===== config.mk =====
export PLATFORM = sky130hd
export DESIGN_NAME = tmr_vote_controller
export DESIGN_NICKNAME = d
export VERILOG_FILES = /design/src/rtl/tmr_pkg.sv /design/src/rtl/majority_vote_word.sv /design/src/rtl/tmr_vote_controller.sv
export SDC_FILE = /design/constraint.sdc
export NUM_CORES = 1
export LEC_CHECK = 0
export CORE_ASPECT_RATIO = 0.8
export CORE_UTILIZATION = 59
export CTS_CLUSTER_DIAMETER = 80
export CTS_CLUSTER_SIZE = 10
export DETAILED_ROUTE_END_ITERATION = 8
export DONT_BUFFER_PORTS = 1
export PLACE_DENSITY = 0.75
export SYNTH_ARGS = -nofsm -noshare
export SYNTH_HDL_FRONTEND = slang
export SYNTH_SLANG_ARGS = --single-unit

===== constraint.sdc =====
create_clock -name clk -period 8.2 [get_ports clk]
set_clock_uncertainty 0.15 [all_clocks]
set_input_delay 0.41 -clock clk [delete_from_list [all_inputs] [get_ports clk]]
set_output_delay 0.41 -clock clk [all_outputs]
set_load 0.05 [all_outputs]

===== src/rtl/tmr_pkg.sv =====
// tmr_pkg: shared state and fault-mask encodings for the TMR vote controller
package tmr_pkg;
  localparam logic [1:0] ST_NORMAL   = 2'd0;
  localparam logic [1:0] ST_DEGRADED = 2'd1;
  localparam logic [1:0] ST_FAILED   = 2'd2;
  localparam logic [2:0] MASK_NONE   = 3'b000;
  localparam logic [2:0] MASK_ALL    = 3'b111;
endpackage


===== src/rtl/majority_vote_word.sv =====
// majority_vote_word: bitwise 2-of-3 vote plus per-channel disagreement flags
module majority_vote_word #(
  parameter int WIDTH = 8
) (
  input  logic [WIDTH-1:0] a,
  input  logic [WIDTH-1:0] b,
  input  logic [WIDTH-1:0] c,
  output logic [WIDTH-1:0] maj,
  output logic [2:0]       mis
);
  assign maj = (a & b) | (a & c) | (b & c);
  assign mis = {c != maj, b != maj, a != maj};
endmodule


===== src/rtl/tmr_vote_controller.sv =====
// tmr_vote_controller: TMR voter with mismatch tracking, channel retirement and failure drain
module tmr_vote_controller
  import tmr_pkg::*;
#(
  parameter int WIDTH        = 8,
  parameter int FAULT_THRESH = 4,
  parameter int CNT_W        = 8
) (
  input  logic             clk,
  input  logic             rst_n,
  input  logic             in_valid,
  output logic             in_ready,
  input  logic [WIDTH-1:0] ch_a,
  input  logic [WIDTH-1:0] ch_b,
  input  logic [WIDTH-1:0] ch_c,
  output logic             out_valid,
  input  logic             out_ready,
  output logic [WIDTH-1:0] out_data,
  output logic             out_corr,
  output logic             out_err,
  output logic [2:0]       fault_mask,
  output logic [1:0]       state,
  input  logic             clr_faults
);
  localparam logic [CNT_W-1:0] THR = CNT_W'(FAULT_THRESH);
  logic [WIDTH-1:0] maj, pair_x, pair_y, w_data, data_q, data_d;
  logic [2:0] mis, hits, mask_q, mask_d;
  logic [1:0] state_q, state_d;
  logic [2:0][CNT_W-1:0] cnt_q, cnt_d, cnt_n;
  logic [CNT_W-1:0] pair_q, pair_d, pair_n;
  logic xfer, pair_mis, multi, w_corr, w_err;
  logic valid_q, valid_d, corr_q, corr_d, err_q, err_d;
  majority_vote_word #(.WIDTH(WIDTH)) u_vote (.a(ch_a), .b(ch_b), .c(ch_c), .maj(maj), .mis(mis));
  assign in_ready = !valid_q || out_ready;
  assign xfer     = in_valid && in_ready;
  // healthy pair: lower-index survivor is X and supplies the data word
  assign pair_x   = mask_q[0] ? ch_b : ch_a;
  assign pair_y   = mask_q[2] ? ch_b : ch_c;
  assign pair_mis = pair_x != pair_y;
  always_comb begin
    for (int i = 0; i < 3; i++) begin
      cnt_n[i] = mis[i] ? (cnt_q[i] == THR ? THR : cnt_q[i] + CNT_W'(1)) : '0;
      hits[i]  = cnt_n[i] == THR;
    end
    pair_n = pair_mis ? (pair_q == THR ? THR : pair_q + CNT_W'(1)) : '0;
    multi  = (hits[0] & hits[1]) | (hits[0] & hits[2]) | (hits[1] & hits[2]);
  end
  always_comb begin
    state_d = state_q;
    mask_d  = mask_q;
    cnt_d   = cnt_q;
    pair_d  = pair_q;
    if (clr_faults) begin
      state_d = ST_NORMAL;
      mask_d  = MASK_NONE;
      cnt_d   = '0;
      pair_d  = '0;
    end else if (xfer && state_q == ST_NORMAL) begin
      state_d = multi ? ST_FAILED : |hits ? ST_DEGRADED : ST_NORMAL;
      mask_d  = multi ? MASK_ALL : hits;
      cnt_d   = |hits ? '0 : cnt_n;
    end else if (xfer && state_q == ST_DEGRADED) begin
      state_d = pair_n == THR ? ST_FAILED : ST_DEGRADED;
      mask_d  = pair_n == THR ? MASK_ALL : mask_q;
      pair_d  = pair_n == THR ? '0 : pair_n;
    end
  end
  always_comb begin
    w_data  = state_q == ST_NORMAL ? maj : state_q == ST_DEGRADED ? pair_x : '0;
    w_corr  = state_q == ST_NORMAL && |mis;
    w_err   = state_q == ST_FAILED || (state_q == ST_DEGRADED && pair_mis);
    valid_d = xfer || (valid_q && !out_ready);
    data_d  = xfer ? w_data : data_q;
    corr_d  = xfer ? w_corr : corr_q;
    err_d   = xfer ? w_err : err_q;
  end
  always_ff @(posedge clk or negedge rst_n) begin
    if (!rst_n) begin
      state_q <= ST_NORMAL;
      mask_q  <= MASK_NONE;
      cnt_q   <= '0;
      pair_q  <= '0;
      valid_q <= 1'b0;
      data_q  <= '0;
      corr_q  <= 1'b0;
      err_q   <= 1'b0;
    end else begin
      state_q <= state_d;
      mask_q  <= mask_d;
      cnt_q   <= cnt_d;
      pair_q  <= pair_d;
      valid_q <= valid_d;
      data_q  <= data_d;
      corr_q  <= corr_d;
      err_q   <= err_d;
    end
  end
  assign out_valid  = valid_q;
  assign out_data   = data_q;
  assign out_corr   = corr_q;
  assign out_err    = err_q;
  assign fault_mask = mask_q;
  assign state      = state_q;
endmodule


-- Word-level counts from Yosys, hierarchy flattened
Index checks and enable logic that the tools add are counted.
- output and inout port bits: 17
- bits of input ports: 29
- flip-flop bits (word level): 48
- logic and storage cells: 89
- equality and inequality tests: 15
- muxes and demuxes: 30
- bitwise logic cells: 10
- $add $sub $neg: 4
- reductions and logical operators: 20
- operator list (operator ; number):
    $mux W8 ; 16
    $mux W24 ; 3
    $eq A8 B3 Y1 const B ; 8
    $add A8 B1 Y8 const B ; 4
    $ne A8 B8 Y1 ; 4
    $and A8 B8 Y8 ; 3
    $or A8 B8 Y8 ; 2
    $mux W3 ; 5
    $mux W2 ; 5
    $logic_and A1 B1 Y1 ; 6
    $reduce_bool A3 Y1 ; 2
    $reduce_or A3 Y1 ; 2
    $reduce_and A2 Y1 ; 2
    $reduce_bool A2 Y1 ; 2
    $and A1 B1 Y1 ; 3
    $logic_or A1 B1 Y1 ; 3
    $eq A2 B1 Y1 const B ; 1
    $eq A2 B2 Y1 const B ; 1
    $logic_not A1 Y1 ; 2
    $logic_not A2 Y1 ; 1
    $ne A2 B2 Y1 const B ; 1
    $or A1 B1 Y1 ; 2
    $mux W1 ; 1

-- Longest topological paths before layout
- depth in word-level cells: 12
- depth in mapped cells: 11
- depth with buffers taken out: 10

-- Modules after synthesis
A second synthesis with hierarchy kept.
- cell total of the unflattened synthesis: 471
- area total of the unflattened synthesis: 3936.3 um^2
- modules (own cells, without submodules) (module ; area each (um^2) ; instances ; cells an instance ; seq. area each (um^2)):
    tmr_vote_controller ; 3440.8 ; 1 ; 388 ; 1201.2
    majority_vote_word ; 495.5 ; 1 ; 83 ; 0.0

-- Least setup slack after synthesis
Ideal clock, no wire load.
- path type: register to register
- start point: register mask_q[0] (netlist: fault_mask[0])
- end point: register pair_q[3]
- slack: 5.442 ns
- period minus slack after synthesis: 2.758 ns
- arrival time: 2.484 ns
- required time: 7.926 ns
- library setup time: 0.124 ns
- cell stages (with the launch flop): 11
- path buffers: 3
- cell sequence: dfrtp_1 -> buf_2 -> buf_4 -> o21ai_0 -> a22oi_1 -> o311ai_0 -> o31ai_1 -> or2_1 -> clkbuf_1 -> nor3_1 -> a211o_1
- longest elaborated chain between the ends: 8
- RTL lines (element ; line ; text):
    start, declared ; tmr_vote_controller.sv:27 ; logic [2:0] mis, hits, mask_q, mask_d;
    start signal, assigned ; tmr_vote_controller.sv:89 ; mask_q <= mask_d;
    $mux W8 * ; tmr_vote_controller.sv:37 ; assign pair_x = mask_q[0] ? ch_b : ch_a;
    $ne A8 B8 Y1 * ; tmr_vote_controller.sv:39 ; assign pair_mis = pair_x != pair_y;
    $mux W8 * ; tmr_vote_controller.sv:45 ; pair_n = pair_mis ? (pair_q == THR ? THR : pair_q + CNT_W'(1)) : '0;
    $eq A8 B3 Y1 ; tmr_vote_controller.sv:65 ; pair_d = pair_n == THR ? '0 : pair_n;
    $mux W8 * ; tmr_vote_controller.sv:65 ;
    $mux W8 * ; tmr_vote_controller.sv:62 ; end else if (xfer && state_q == ST_DEGRADED) begin
    $mux W8 * ; tmr_vote_controller.sv:58 ; end else if (xfer && state_q == ST_NORMAL) begin
    $mux W8 * ; tmr_vote_controller.sv:53 ; if (clr_faults) begin
    end signal, assigned ; tmr_vote_controller.sv:91 ; pair_q <= pair_d;
    end, declared ; tmr_vote_controller.sv:30 ; logic [CNT_W-1:0] pair_q, pair_d, pair_n;
Mark *: on every way between the ends. The rest lies on a longest branch, timed or not. The select of a mux whose other input is x is not followed.
A chain may end at the register's enable or synchronous reset.

-- Final worst setup path
- start point: register valid_q (netlist: out_valid)
- end point: register cnt_q[3] (netlist name)
- longest elaborated chain between the ends: 5
- RTL lines (element ; line ; text):
    start, declared ; tmr_vote_controller.sv:32 ; logic valid_q, valid_d, corr_q, corr_d, err_q, err_d;
    start signal, assigned ; tmr_vote_controller.sv:92 ; valid_q <= valid_d;
    $logic_not A1 Y1 ; tmr_vote_controller.sv:34 ; assign in_ready = !valid_q || out_ready;
    $logic_or A1 B1 Y1 ; tmr_vote_controller.sv:34 ;
    via in_ready ; tmr_vote_controller.sv:12 ; output logic in_ready,
    $logic_and A1 B1 Y1 ; tmr_vote_controller.sv:35 ; assign xfer = in_valid && in_ready;
    $logic_and A1 B1 Y1 ; tmr_vote_controller.sv:58 ;
    $reduce_bool A2 Y1 (no source line) ; -- ;
    end signal, assigned ; tmr_vote_controller.sv:90 ; cnt_q <= cnt_d;
    end, declared ; tmr_vote_controller.sv:29 ; logic [2:0][CNT_W-1:0] cnt_q, cnt_d, cnt_n;
The timed path passes the listed nets, and every way through them passes these cells.

==> results.md <==
- Crit end category: register
- Synthesized net count: 534
- Area growth syn-to-layout: 1.43%
- Combinational share of power: 0.179
- Final hold violations: 0
- Vias per inst: 6.60
- Slew @ Worst Pin: 1.06 ns
- Share of cells above drive strength 1: 0.0534
- DR WL/cell: 16.7 um
- Post-Syn Area: 4020 sq um
- Fmax: 275 MHz
- Post-Route WL: 9.25 mm
- Critical Path Fanout Max: 14
- Pleak: 1.72 nW
- Dpl cells: 542
- I/O Buffers: 0
- FF+latch count, synth: 48
- Sequential share of power: 0.541
- Top Ports: 46
- Dpl ws: 4.58 ns
- Synth top area share: 0.299
- Min-Delay Path Class: in -> reg
- Worst min-delay path endpoint: fault_mask[0]
- Vias: 3644
- Slew HR: 0.293
- GRT Overall Usage: 0.269
- Hold depth: 1
- H-Tree Level Count: 2
- Syn avg cell area: 8.09 sq um
- Gr ovfl total: 0
- Final period utilization: 0.443
- WS Path Type: reg -> reg
- RSZ-0062 raised after global routing: false
- Num CTS Buffers: 5
- # setup viols final: 0
- Post-Synthesis Cells: 497
- # diodes: 0
- Routed Antenna Nets: 0
- Outcome: finished, final reports clean
- Num rows: 26
- Sw frac: 0.329
- DR iter-0 viols: 371
- Clock slew at reported path FFs: 0.09 ns
- Fin util: 0.630
- Cell Count, Final, Fillers Out: 552
- Die H: 75.8 um
- Worst vdd ir: 114 uV
- Post-Route Setup TNS: 0 ns
- Post-synth ARST share: 1.00
- Cells along the critical path: nand2b_1, nand4_1, or3_4, nor3b_2, a21o_1, a22o_1
- Die W: 94.3 um
- Number of global-route vias before repair: 3154
- Die ar.: 7150 sq um
- Final Slew Violations: 0
- CP required: 8.30 ns
- # nets final: 505
- P_int: 0.355 mW
- Power density over the cells: 130 nW/um^2
- Yosys warns: 0
- Crit path max-delay cell type: nand4_1
- Arrival time worst endpoint: 3.73 ns
- Root Driver: clkbuf_8
- Hold_sp: clr_faults
- Seq/Total Area, Yosys: 0.299
- R2r setup slk: 4.57 ns
- Clk buf depth: 2
- Worst Reg2Reg Path Length in Cells: 6
- Skew-Pair Late Insertion Delay: 0.30 ns
- Worst r2r src: out_valid
- Max-Cap Viols: 0
- Switching pwr: 0.175 mW
- Slowest Stage Delay on Critical Path: 0.70 ns
- Clock share of power: 0.280
- Core Footprint: 6470 sq um
- Fin worst setup slack: 4.57 ns
- RR Endpoint: cnt_q[3]
- Initial antenna violation count: 0
- Fill cell count: 578
- Setup crit start kind: register
- TritonCTS sink count: 48
- Post-synth EDFFs: 0
- Largest area contributor in the netlist: dfrtp_1
- Post-cts sizing count: 0
- Post-synth top flop: dfrtp_1
- First-pass GRT wire length: 15.1 mm
- Largest net degree at the start of global routing: 49
- Drt drc: 0
- Global placement routability congestion: 0.888
- Initial Utilization: 0.621
- Crit path time final: 3.63 ns
- Unique cell type count in the Yosys netlist: 65
- CTS tree: yes
- DR pass1 iterations: 5
- Largest cells by area after synthesis: dfrtp_1 (30%), nand2_1 (4.9%), a21oi_1 (3.4%), nor2_1 (2.9%), buf_2 (2.7%)
- Placed wire-length estimate: 6.57 mm
- WHS: 0.00718 ns
==> stage by stage <==
step	power [mW]	area, sq um
final	0.530	4080
after global routing	0.556	4080
after CTS	0.533	4070
after detailed placement	0.378	3940
after global placement	0.377	3940
after floorplan	0.375	4020
==> registers in the layout, indices dropped and copies added, names as in the netlist <==
name,flops
pair_q,8
out_data,8
fault_mask,3
out_err,1
out_valid,1
out_corr,1
cnt_q,24
state,2
==> placed cells by master, fill, tap and decap left out, drive strengths merged, types with 5 or more instances in the layout <==
master / n
a22oi: 5
a211oi: 5
nor3b: 16
ha: 8
a22o: 12
a21o: 9
inv: 23
o221ai: 9
nor2: 31
dfrtp: 48
mux2i: 9
nand3: 22
and3: 9
xnor2: 12
a221o: 6
nor4: 10
o22ai: 8
and3b: 11
a2111oi: 5
o21a: 9
nor3: 13
nand2: 52
nand2b: 6
clkbuf: 6
o21ai: 25
nand4: 10
a21oi: 27
xor2: 6
nor2b: 7
==> power by group through the flow <==
stage               sequential, mW  combinational [mW]  clock [mW]
floorplan                    0.288              0.0867           0
global placement             0.291              0.0856           0
detailed placement           0.291              0.0866           0
CTS                          0.287              0.0940       0.152
global route                 0.288               0.107       0.161
finish                       0.287              0.0950       0.148
==> repair_timing <==
action                                  4_1_cts  5_1_grt
hold endpoints to repair                     48        3
setup buffers                                 0        0
endpoints found under the setup margin        0        0
hold buffers                                  2        1
==> cell usage after synthesis, types with 3 or more instances <==
master	count
nand2_1	52
dfrtp_1	48
nor2_1	31
a21oi_1	27
buf_2	22
nand3_1	22
inv_1	20
o21ai_0	20
clkbuf_1	14
nor3b_1	14
a22o_1	12
nor3_1	12
xnor2_1	12
and3b_1	11
nand4_1	10
a21o_1	9
and3_1	9
mux2i_1	9
nor4_1	9
o21a_1	9
o221ai_1	9
ha_1	8
o22ai_1	8
nor2b_1	7
a221o_1	6
nand2b_1	6
xor2_1	6
a2111oi_0	5
a211oi_1	5
a22oi_1	5
o21ai_1	5
a31oi_1	4
o211ai_1	4
a221oi_1	3
buf_4	3
inv_2	3
nand3b_1	3
==> cell families after synthesis <==
family,count (synthesis),share of synthesized area
AOI/OAI and AO/OA,144,0.254
xor gates and xnor gates,18,0.0392
adders and majority gates,9,0.0274
buffers and inverters,64,0.0716
DFF,48,0.299
muxes,10,0.0252
and+or+nand+nor,204,0.283
==> worst max-delay path, delay by kind of cell, from the launching register on <==
kind               cells  cell delay (ns)
and+or+nand+nor        4             2.53
DFF                    1             0.57
AOI/OAI and AO/OA      2             0.32
==> routing by layer <==
metal  wire [um]  track usage  part of all wire
met1        4460        0.394              0.48
met2        4000        0.411              0.43
met3         686       0.0569             0.074
met4          93       0.0547             0.010
met5           0            0                 0
==> how the worst max path moves through the flow <==
| stage | start | endpoint | slack, ns | cells past startpoint |
|---|---|---|---|---|
| 2_1_floorplan | fault_mask[0] | pair_q[3] | 5.44 | 10 |
| 3_3_place_gp | out_valid | cnt_q[4] | 4.63 | 6 |
| 3_5_place_dp | out_valid | cnt_q[3] | 4.58 | 6 |
| 4_1_cts | out_valid | cnt_q[3] | 4.56 | 6 |
| 5_1_grt | out_valid | cnt_q[3] | 4.32 | 6 |
| 6_report | out_valid | cnt_q[3] | 4.57 | 6 |
==> layout make-up <==
type	count	area [sq um]	area share
multi-input cells	385	2530	0.621
flip-flops and latches	48	1200	0.295
well taps	84	105	0.0258
inverters	23	86.3	0.0212
clock buffers	6	82.6	0.0203
repair buffers	5	62.6	0.0153
clock inverters	1	8.76	0.00215
(Power assumes the default switching activity.)
